<file path="config.mk">
export PLATFORM = sky130hd
export DESIGN_NAME = serial_adder_ctrl
export DESIGN_NICKNAME = d
export VERILOG_FILES = /design/src/rtl/serial_adder_ctrl_pkg.sv /design/src/rtl/full_adder.sv /design/src/rtl/serial_adder_ctrl.sv
export SDC_FILE = /design/constraint.sdc
export NUM_CORES = 1
export LEC_CHECK = 0
export CAP_MARGIN = 20
export CORE_ASPECT_RATIO = 1.75
export CORE_MARGIN = 10
export CORE_UTILIZATION = 51
export DETAILED_ROUTE_END_ITERATION = 16
export GPL_ROUTABILITY_DRIVEN = 0
export PLACE_DENSITY = 0.75
export SYNTH_ARGS = -nofsm -noshare
export SYNTH_HDL_FRONTEND = slang
export SYNTH_HIERARCHICAL = 1
export SYNTH_SLANG_ARGS = --single-unit
</file>
<file path="constraint.sdc">
create_clock -name clk -period 1.6 [get_ports clk]
set_input_delay 0.16 -clock clk [delete_from_list [all_inputs] [get_ports clk]]
set_output_delay 0.16 -clock clk [all_outputs]
set_load 0.01 [all_outputs]
</file>
<file path="src/rtl/serial_adder_ctrl_pkg.sv">
// ----------------------------------------------------------------------------
// serial_adder_ctrl_pkg
//   Shared definitions for the bit-serial adder controller:
//     - FSM state encoding (state_t)
//     - WIDTH legality limits and the SERIAL_ADDER_WIDTH_OK(w) check macro
//   No ports; imported by serial_adder_ctrl with import serial_adder_ctrl_pkg::*.
// ----------------------------------------------------------------------------
`ifndef SERIAL_ADDER_CTRL_PKG_SV
`define SERIAL_ADDER_CTRL_PKG_SV

// Evaluates true when w is a supported operand width.
`define SERIAL_ADDER_WIDTH_OK(w) (((w) >= 1) && ((w) <= 32))

package serial_adder_ctrl_pkg;

    localparam int MIN_WIDTH = 1;
    localparam int MAX_WIDTH = 32;

    typedef enum logic [1:0] {
        ST_IDLE = 2'd0,
        ST_RUN  = 2'd1,
        ST_DONE = 2'd2
    } state_t;

endpackage

`endif

</file>
<file path="src/rtl/full_adder.sv">
// ----------------------------------------------------------------------------
// full_adder
//   Single-bit combinational full adder; the shared datapath cell that the
//   serial controller sequences once per bit.
//   Ports:
//     a, b  in   operand bits
//     cin   in   carry in
//     sum   out  a ^ b ^ cin
//     cout  out  majority(a, b, cin)
// ----------------------------------------------------------------------------
module full_adder (
    input  logic a,
    input  logic b,
    input  logic cin,
    output logic sum,
    output logic cout
);

    assign sum  = a ^ b ^ cin;
    assign cout = (a & b) | (cin & (a ^ b));

endmodule

</file>
<file path="src/rtl/serial_adder_ctrl.sv">
// ----------------------------------------------------------------------------
// serial_adder_ctrl
//   Bit-serial adder controller. Adds two WIDTH-bit operands plus carry-in by
//   running one shared full_adder cell for WIDTH cycles, LSB first.
//   Handshake: start is accepted in IDLE or DONE; busy is high for the WIDTH
//   RUN cycles; done pulses for one cycle when sum/cout become valid.
//   Ports:
//     clk    in   rising-edge clock
//     rst_n  in   asynchronous active-low reset
//     start  in   begin an addition (ignored while busy)
//     a, b   in   WIDTH-bit operands, captured on accepted start
//     cin    in   carry-in, captured on accepted start
//     busy   out  high while the serial add is running
//     done   out  one-cycle pulse when the result is valid
//     sum    out  WIDTH-bit result, held until the next result
//     cout   out  final carry-out, same validity as sum
// ----------------------------------------------------------------------------
module serial_adder_ctrl
    import serial_adder_ctrl_pkg::*;
#(
    parameter int WIDTH = 8,
    parameter int CNT_W = $clog2(WIDTH + 1)
) (
    input  logic             clk,
    input  logic             rst_n,
    input  logic             start,
    input  logic [WIDTH-1:0] a,
    input  logic [WIDTH-1:0] b,
    input  logic             cin,
    output logic             busy,
    output logic             done,
    output logic [WIDTH-1:0] sum,
    output logic             cout
);

    generate
        if (!`SERIAL_ADDER_WIDTH_OK(WIDTH)) begin : g_bad_width
            $error("serial_adder_ctrl: WIDTH out of supported range 1..32");
        end
    endgenerate

    localparam logic [CNT_W-1:0] LAST_BIT = CNT_W'(WIDTH - 1);

    state_t           state;
    logic [WIDTH-1:0] a_sh;
    logic [WIDTH-1:0] b_sh;
    logic [WIDTH-1:0] sum_sh;
    logic             carry;
    logic [CNT_W-1:0] cnt;

    logic             fa_sum;
    logic             fa_carry;
    logic [WIDTH-1:0] sum_nxt;

    full_adder u_fa (
        .a    (a_sh[0]),
        .b    (b_sh[0]),
        .cin  (carry),
        .sum  (fa_sum),
        .cout (fa_carry)
    );

    // Result bits enter at the MSB and move down, so after WIDTH shifts the
    // first (LSB) result bit has reached position 0. A 1-bit result has no
    // lower part to shift, hence the separate branch.
    generate
        if (WIDTH == 1) begin : g_sum_w1
            assign sum_nxt = fa_sum;
        end else begin : g_sum_wn
            assign sum_nxt = {fa_sum, sum_sh[WIDTH-1:1]};
        end
    endgenerate

    always_ff @(posedge clk or negedge rst_n) begin
        if (!rst_n) begin
            state  <= ST_IDLE;
            busy   <= 1'b0;
            done   <= 1'b0;
            sum    <= '0;
            cout   <= 1'b0;
            a_sh   <= '0;
            b_sh   <= '0;
            sum_sh <= '0;
            carry  <= 1'b0;
            cnt    <= '0;
        end else begin
            done <= 1'b0;
            case (state)
                // DONE behaves like IDLE for start so operations can run
                // back-to-back with no idle gap.
                ST_IDLE, ST_DONE: begin
                    if (start) begin
                        a_sh  <= a;
                        b_sh  <= b;
                        carry <= cin;
                        cnt   <= '0;
                        busy  <= 1'b1;
                        state <= ST_RUN;
                    end else begin
                        state <= ST_IDLE;
                    end
                end
                ST_RUN: begin
                    carry  <= fa_carry;
                    sum_sh <= sum_nxt;
                    a_sh   <= a_sh >> 1;
                    b_sh   <= b_sh >> 1;
                    cnt    <= cnt + 1'b1;
                    // Final bit: publish the completed result directly so the
                    // outputs are valid in the same cycle done is high.
                    if (cnt == LAST_BIT) begin
                        sum   <= sum_nxt;
                        cout  <= fa_carry;
                        busy  <= 1'b0;
                        done  <= 1'b1;
                        state <= ST_DONE;
                    end
                end
                default: begin
                    busy  <= 1'b0;
                    state <= ST_IDLE;
                end
            endcase
        end
    end

endmodule

</file>
# Word level (Yosys, flattened, before mapping)
# Index checks and enable logic that the tools add are counted.
# totals
regBits	42
mem_bits_ro	0
n_memories	0
output_inout_bits	11
latchBits	0
input_bits	20
ram_bits	0
# classes
n_addsub	1
n_shift	0
n_eq_ne	5
div	0
n_lt_le_gt_ge	0
n_reduce_logical	6
mul	0
n_bitwise	5
mux	16
# op_table
cell	n
8-bit case mux with 2 select lines	2
8-bit two-way mux	2
4-bit case mux with 2 select lines	1
1-bit two-way mux	6
2-bit AND reduction	3
4-bit by 1-bit adder with 4-bit output, second input constant	1
4-bit by 3-bit == test with 1-bit output, second input constant	1
4-bit two-way mux	1
2-bit inequality test, second input constant	2
1-bit case mux with 2 select lines	2
2-bit case mux with 2 select lines	1
1-bit AND	2
2-bit by 1-bit == test with 1-bit output, second input constant	1
2-bit == test, second input constant	1
2-bit logical NOT	1
2-bit two-way mux	1
2-bit nonzero test	1
2-bit OR reduction	1
1-bit bitwise XOR	2
1-bit OR	1

# Logic depth before layout (Yosys ltp)
# logic_depth
ltp_word	4
depth_mapped	5
mapped_depth_nobuf	4

# Hierarchy
# The synthesis kept the hierarchy.
# modules_own_cells
mod	area_per_inst_um2	cells_each	instances
serial_adder_ctrl	1681.6	115	1
full_adder	20.0	1	1

# Worst setup path before layout
# No wires, ideal clock.
# synth_path
path_kind	reg2reg
start	reg cnt[0]
end	reg cout
stages_incl_launch_ff	6
path_slack_ps	137
required_ps	1472
arrival_time_ps	1336
path_buffers	1
period_less_slack_ps	1463
path_cell_list	dfrtp_1 > ha_1 > nand3b_1 > nor3b_1 > buf_4 > mux2_1
# synth_between
elab_chain_cells	2
# synth_lines
element	line_no	rtl
start: declaration	serial_adder_ctrl.sv:49	logic [CNT_W-1:0] cnt;
start signal: assignment	serial_adder_ctrl.sv:108	cnt <= cnt + 1'b1;
4-bit by 3-bit == test with 1-bit output	serial_adder_ctrl.sv:111	if (cnt == LAST_BIT) begin
2-bit AND reduction (no line)	-	
end signal: assignment	serial_adder_ctrl.sv:113	cout <= fa_carry;
end: declaration	serial_adder_ctrl.sv:33	output logic cout
# No other way between the ends.
# A chain may end at the register's enable or synchronous reset.

# Final worst setup path
# layout_path
start	reg cnt[1]
end	reg sum[6]
# layout_between
elab_chain_cells	2
# layout_lines
element	line_no	rtl
4-bit by 3-bit == test with 1-bit output	serial_adder_ctrl.sv:111	
2-bit AND reduction (no line)	-	
end signal: assignment	serial_adder_ctrl.sv:112	sum <= sum_nxt;
end: declaration	serial_adder_ctrl.sv:32	output logic [WIDTH-1:0] sum,
# No other way between the ends.

==> reports/results.txt <==
Placeable Area: 3180 um2
WL per Instance: 15.4 um
Filler instances: 263
Worst setup margin: 0.0747 ns
CP required: 1.77 ns
Layout cell share with drive strength beyond 1: 0.124
Worst VDD drop: 0.00117 V
Sum Neg Setup Slack: 0 ns
Antenna cells: 0
Max-slew violations: 0
Clock slew at reported path FFs: 0.07 ns
WL final: 3020 um
Mapped Avg Cell Area: 14.7 um2
Avg Vias per Cell: 5.50
Clock Latency Late Sink: 0.29 ns
Initial core utilization: 0.536
Via count: 1078
RSZ-0062 raised after global routing: yes
Post-layout util: 0.685
Clk sink count: 41
Max Clock Skew: 0.00370 ns
Setup Fix Bufs, Post-CTS: 0
TritonCTS Buffers: 5
Register area: 1030 um2
Hold Vio Cnt, Final: 0
Most common cell in the netlist: dfrtp_1
Critical path's largest stage delay: 0.39 ns
Sequential share of the synthesized area: 0.603
Layout area overhead: 27.9%
Synth area leader: dfrtp_1
PnR Total Power: 4120 uW
Initial antenna violation count: 0
Global route overflow: 0
Setup-failing EPs final: 0
CP Launch Type: register
Largest cells by area after synthesis: dfrtp_1 (60%), mux2_1 (11%), a22o_1 (9.8%), a21o_1 (7.1%), buf_6 (2.0%)
Full die area: 6140 um2
Worst endpoint data arrival time: 1.69 ns
Routed Antenna Nets: 0
Top-area cell type share of the netlist area: 0.603
FP Rows: 27
Min cycle time layout: 1.53 ns
Worst hold path type: in -> async
Synth Register Bits: 41
PortBufs: 30
# DRC: 0
Largest net degree at the start of global routing: 42
CTS Root Cell: clkbuf_8
First-pass GRT wire length: 5350 um
DIE HEIGHT: 96.4 um
Yosys warnings: 6
PD cells: 1890 nW/um2
H-tree levels: 2
Max Cap Violations: 0
Post-DP HPWL: 2210 um
Lkg Pwr: 0.00106 uW
Synth Instances: 116
Worst-path cell chain: ha_2, nand3b_1, nor3b_2, buf_6, mux2_1
GR Util All Layers: 0.109
Relative slew margins: 0.715
Final cell count without fillers: 196
Worst setup path category: reg -> reg
Distinct cells, synth: 20
Place WS: 0.0245 ns
Async set-reset flop share out of synthesis: 1.00
Initial DRT Pass Iterations: 4
Final net count: 175
Worst-margin pin slew: 0.427 ns
Outcome: finished clean
Mapped Nets: 138
Synth Cell Area: 1700 um2
Max Fclk: 656 MHz
Area of the multi-input gates: 631 um2
Critical path's slowest cell: dfrtp_1
# IOs: 31
Fin crit share: 0.953
Die W: 63.7 um
Top FF cell, synth: dfrtp_1
Number of flops mapped to enable cells by yosys: 0
Initial DRC Count: 15
Crit-path max FO: 10
Placed Cells: 188
Clk buf depth: 2
TritonCTS clock tree: done
Crit. End Element: register
Post-synth top cells: dfrtp_1 (41), a22o_1 (19), a21o_1 (16), mux2_1 (16)
Number of global-route vias before repair: 1204
==> placed cells by master (no fill, tap or decap) <==
cell	Yosys	layout
a21o_1	16	16
a22o_1	19	19
buf_12	0	2
buf_2	3	1
buf_4	1	3
buf_6	3	1
clkbuf_1	0	1
clkbuf_8	0	6
clkdlybuf4s50_1	0	29
dfrtp_1	41	41
dlygate4sd3_1	0	1
fa_1	1	1
ha_2	0	1
mux2_1	16	15
mux2_2	1	1
mux2_4	0	1
mux2i_1	2	2
nand2b_1	1	1
nand3b_1	2	2
nand4_1	1	1
nor2_1	1	1
nor2_4	1	1
nor2b_1	2	2
nor2b_4	1	1
nor3b_1	2	1
nor3b_2	0	1
o21ai_0	1	1
==> report_power, final <==
| part | switching [uW] | leakage (uW) | internal (uW) |
|---|---|---|---|
| logic | 683 | 0.000504 | 981 |
| clock network | 314 | 0.0000443 | 342 |
| registers | 281 | 0.000508 | 1510 |
==> stage by stage <==
step                      hold WS (ns)  area, um2
final                            0.375       2180
after floorplan                 -0.136       1700
after global placement           0.145       2060
after CTS                        0.376       2160
after global routing             0.412       2180
after detailed placement         0.149       2060
==> what timing repair did <==
item	4_1_cts	5_1_grt
hold endpoints to repair	41	0
hold buffers	1	0
endpoints found under the setup margin	0	9
resized for setup	0	4
==> logic make-up (layout without fill, tap and decap cells) <==
| kind of cell | after synthesis | in the layout | share of synthesized area |
|---|---|---|---|
| AOI/OAI and AO/OA | 36 | 36 | 0.171 |
| adders and majority gates | 2 | 2 | 0.0191 |
| buffers and inverters | 7 | 44 | 0.0331 |
| DFF | 41 | 41 | 0.603 |
| muxes | 19 | 19 | 0.124 |
| and+or+nand+nor | 11 | 11 | 0.0493 |
==> path summary, 6_finish.rpt <==
check | start | to | slack [ns] | cells after the start
max | cnt[1]$_DFFE_PN0P_ | sum[6]$_DFFE_PN0P_ | 0.07 | 5
min | rst_n | done$_DFF_PN0_ | 0.38 | 3
max reg2reg | cnt[1]$_DFFE_PN0P_ | sum[6]$_DFFE_PN0P_ | 0.07 | 5
min reg2reg | cnt[3]$_DFFE_PN0P_ | cnt[3]$_DFFE_PN0P_ | 0.47 | 1
max in group asynchronous | rst_n | sum[1]$_DFFE_PN0P_ | 1.03 | 3
min in group clk | cnt[3]$_DFFE_PN0P_ | cnt[3]$_DFFE_PN0P_ | 0.47 | 1
==> per-layer routing <==
layer	share of wire	GRT usage	routed length (um)
met2	0.54	0.197	1630
met4	0.020	0.0549	61
met1	0.39	0.108	1170
met5	0	0	0
met3	0.051	0.0403	155
==> sequential cells by signal (all words and copies together) (netlist names) <==
register  cells
done          1
sum_sh        7
carry         1
a_sh          8
cout          1
busy          1
b_sh          8
sum           8
cnt           4
state         2
==> cell type report <==
class                           count  area share
Sequential cell                    41       0.472
Timing Repair Buffer               37       0.174
Multi-Input combinational cell     68       0.290
Clock buffer                        7      0.0397
Tap cell                           43      0.0247
==> worst max-delay path: cells and delay by family, from the launching register on <==
| family | cells | cell delay, ns |
|---|---|---|
| simple gates | 2 | 0.32 |
| mux | 1 | 0.33 |
| fa+ha+maj | 1 | 0.20 |
| buf+inv | 1 | 0.17 |
| flops | 1 | 0.39 |
No activity file was read; power rests on OpenSTA's default activity.
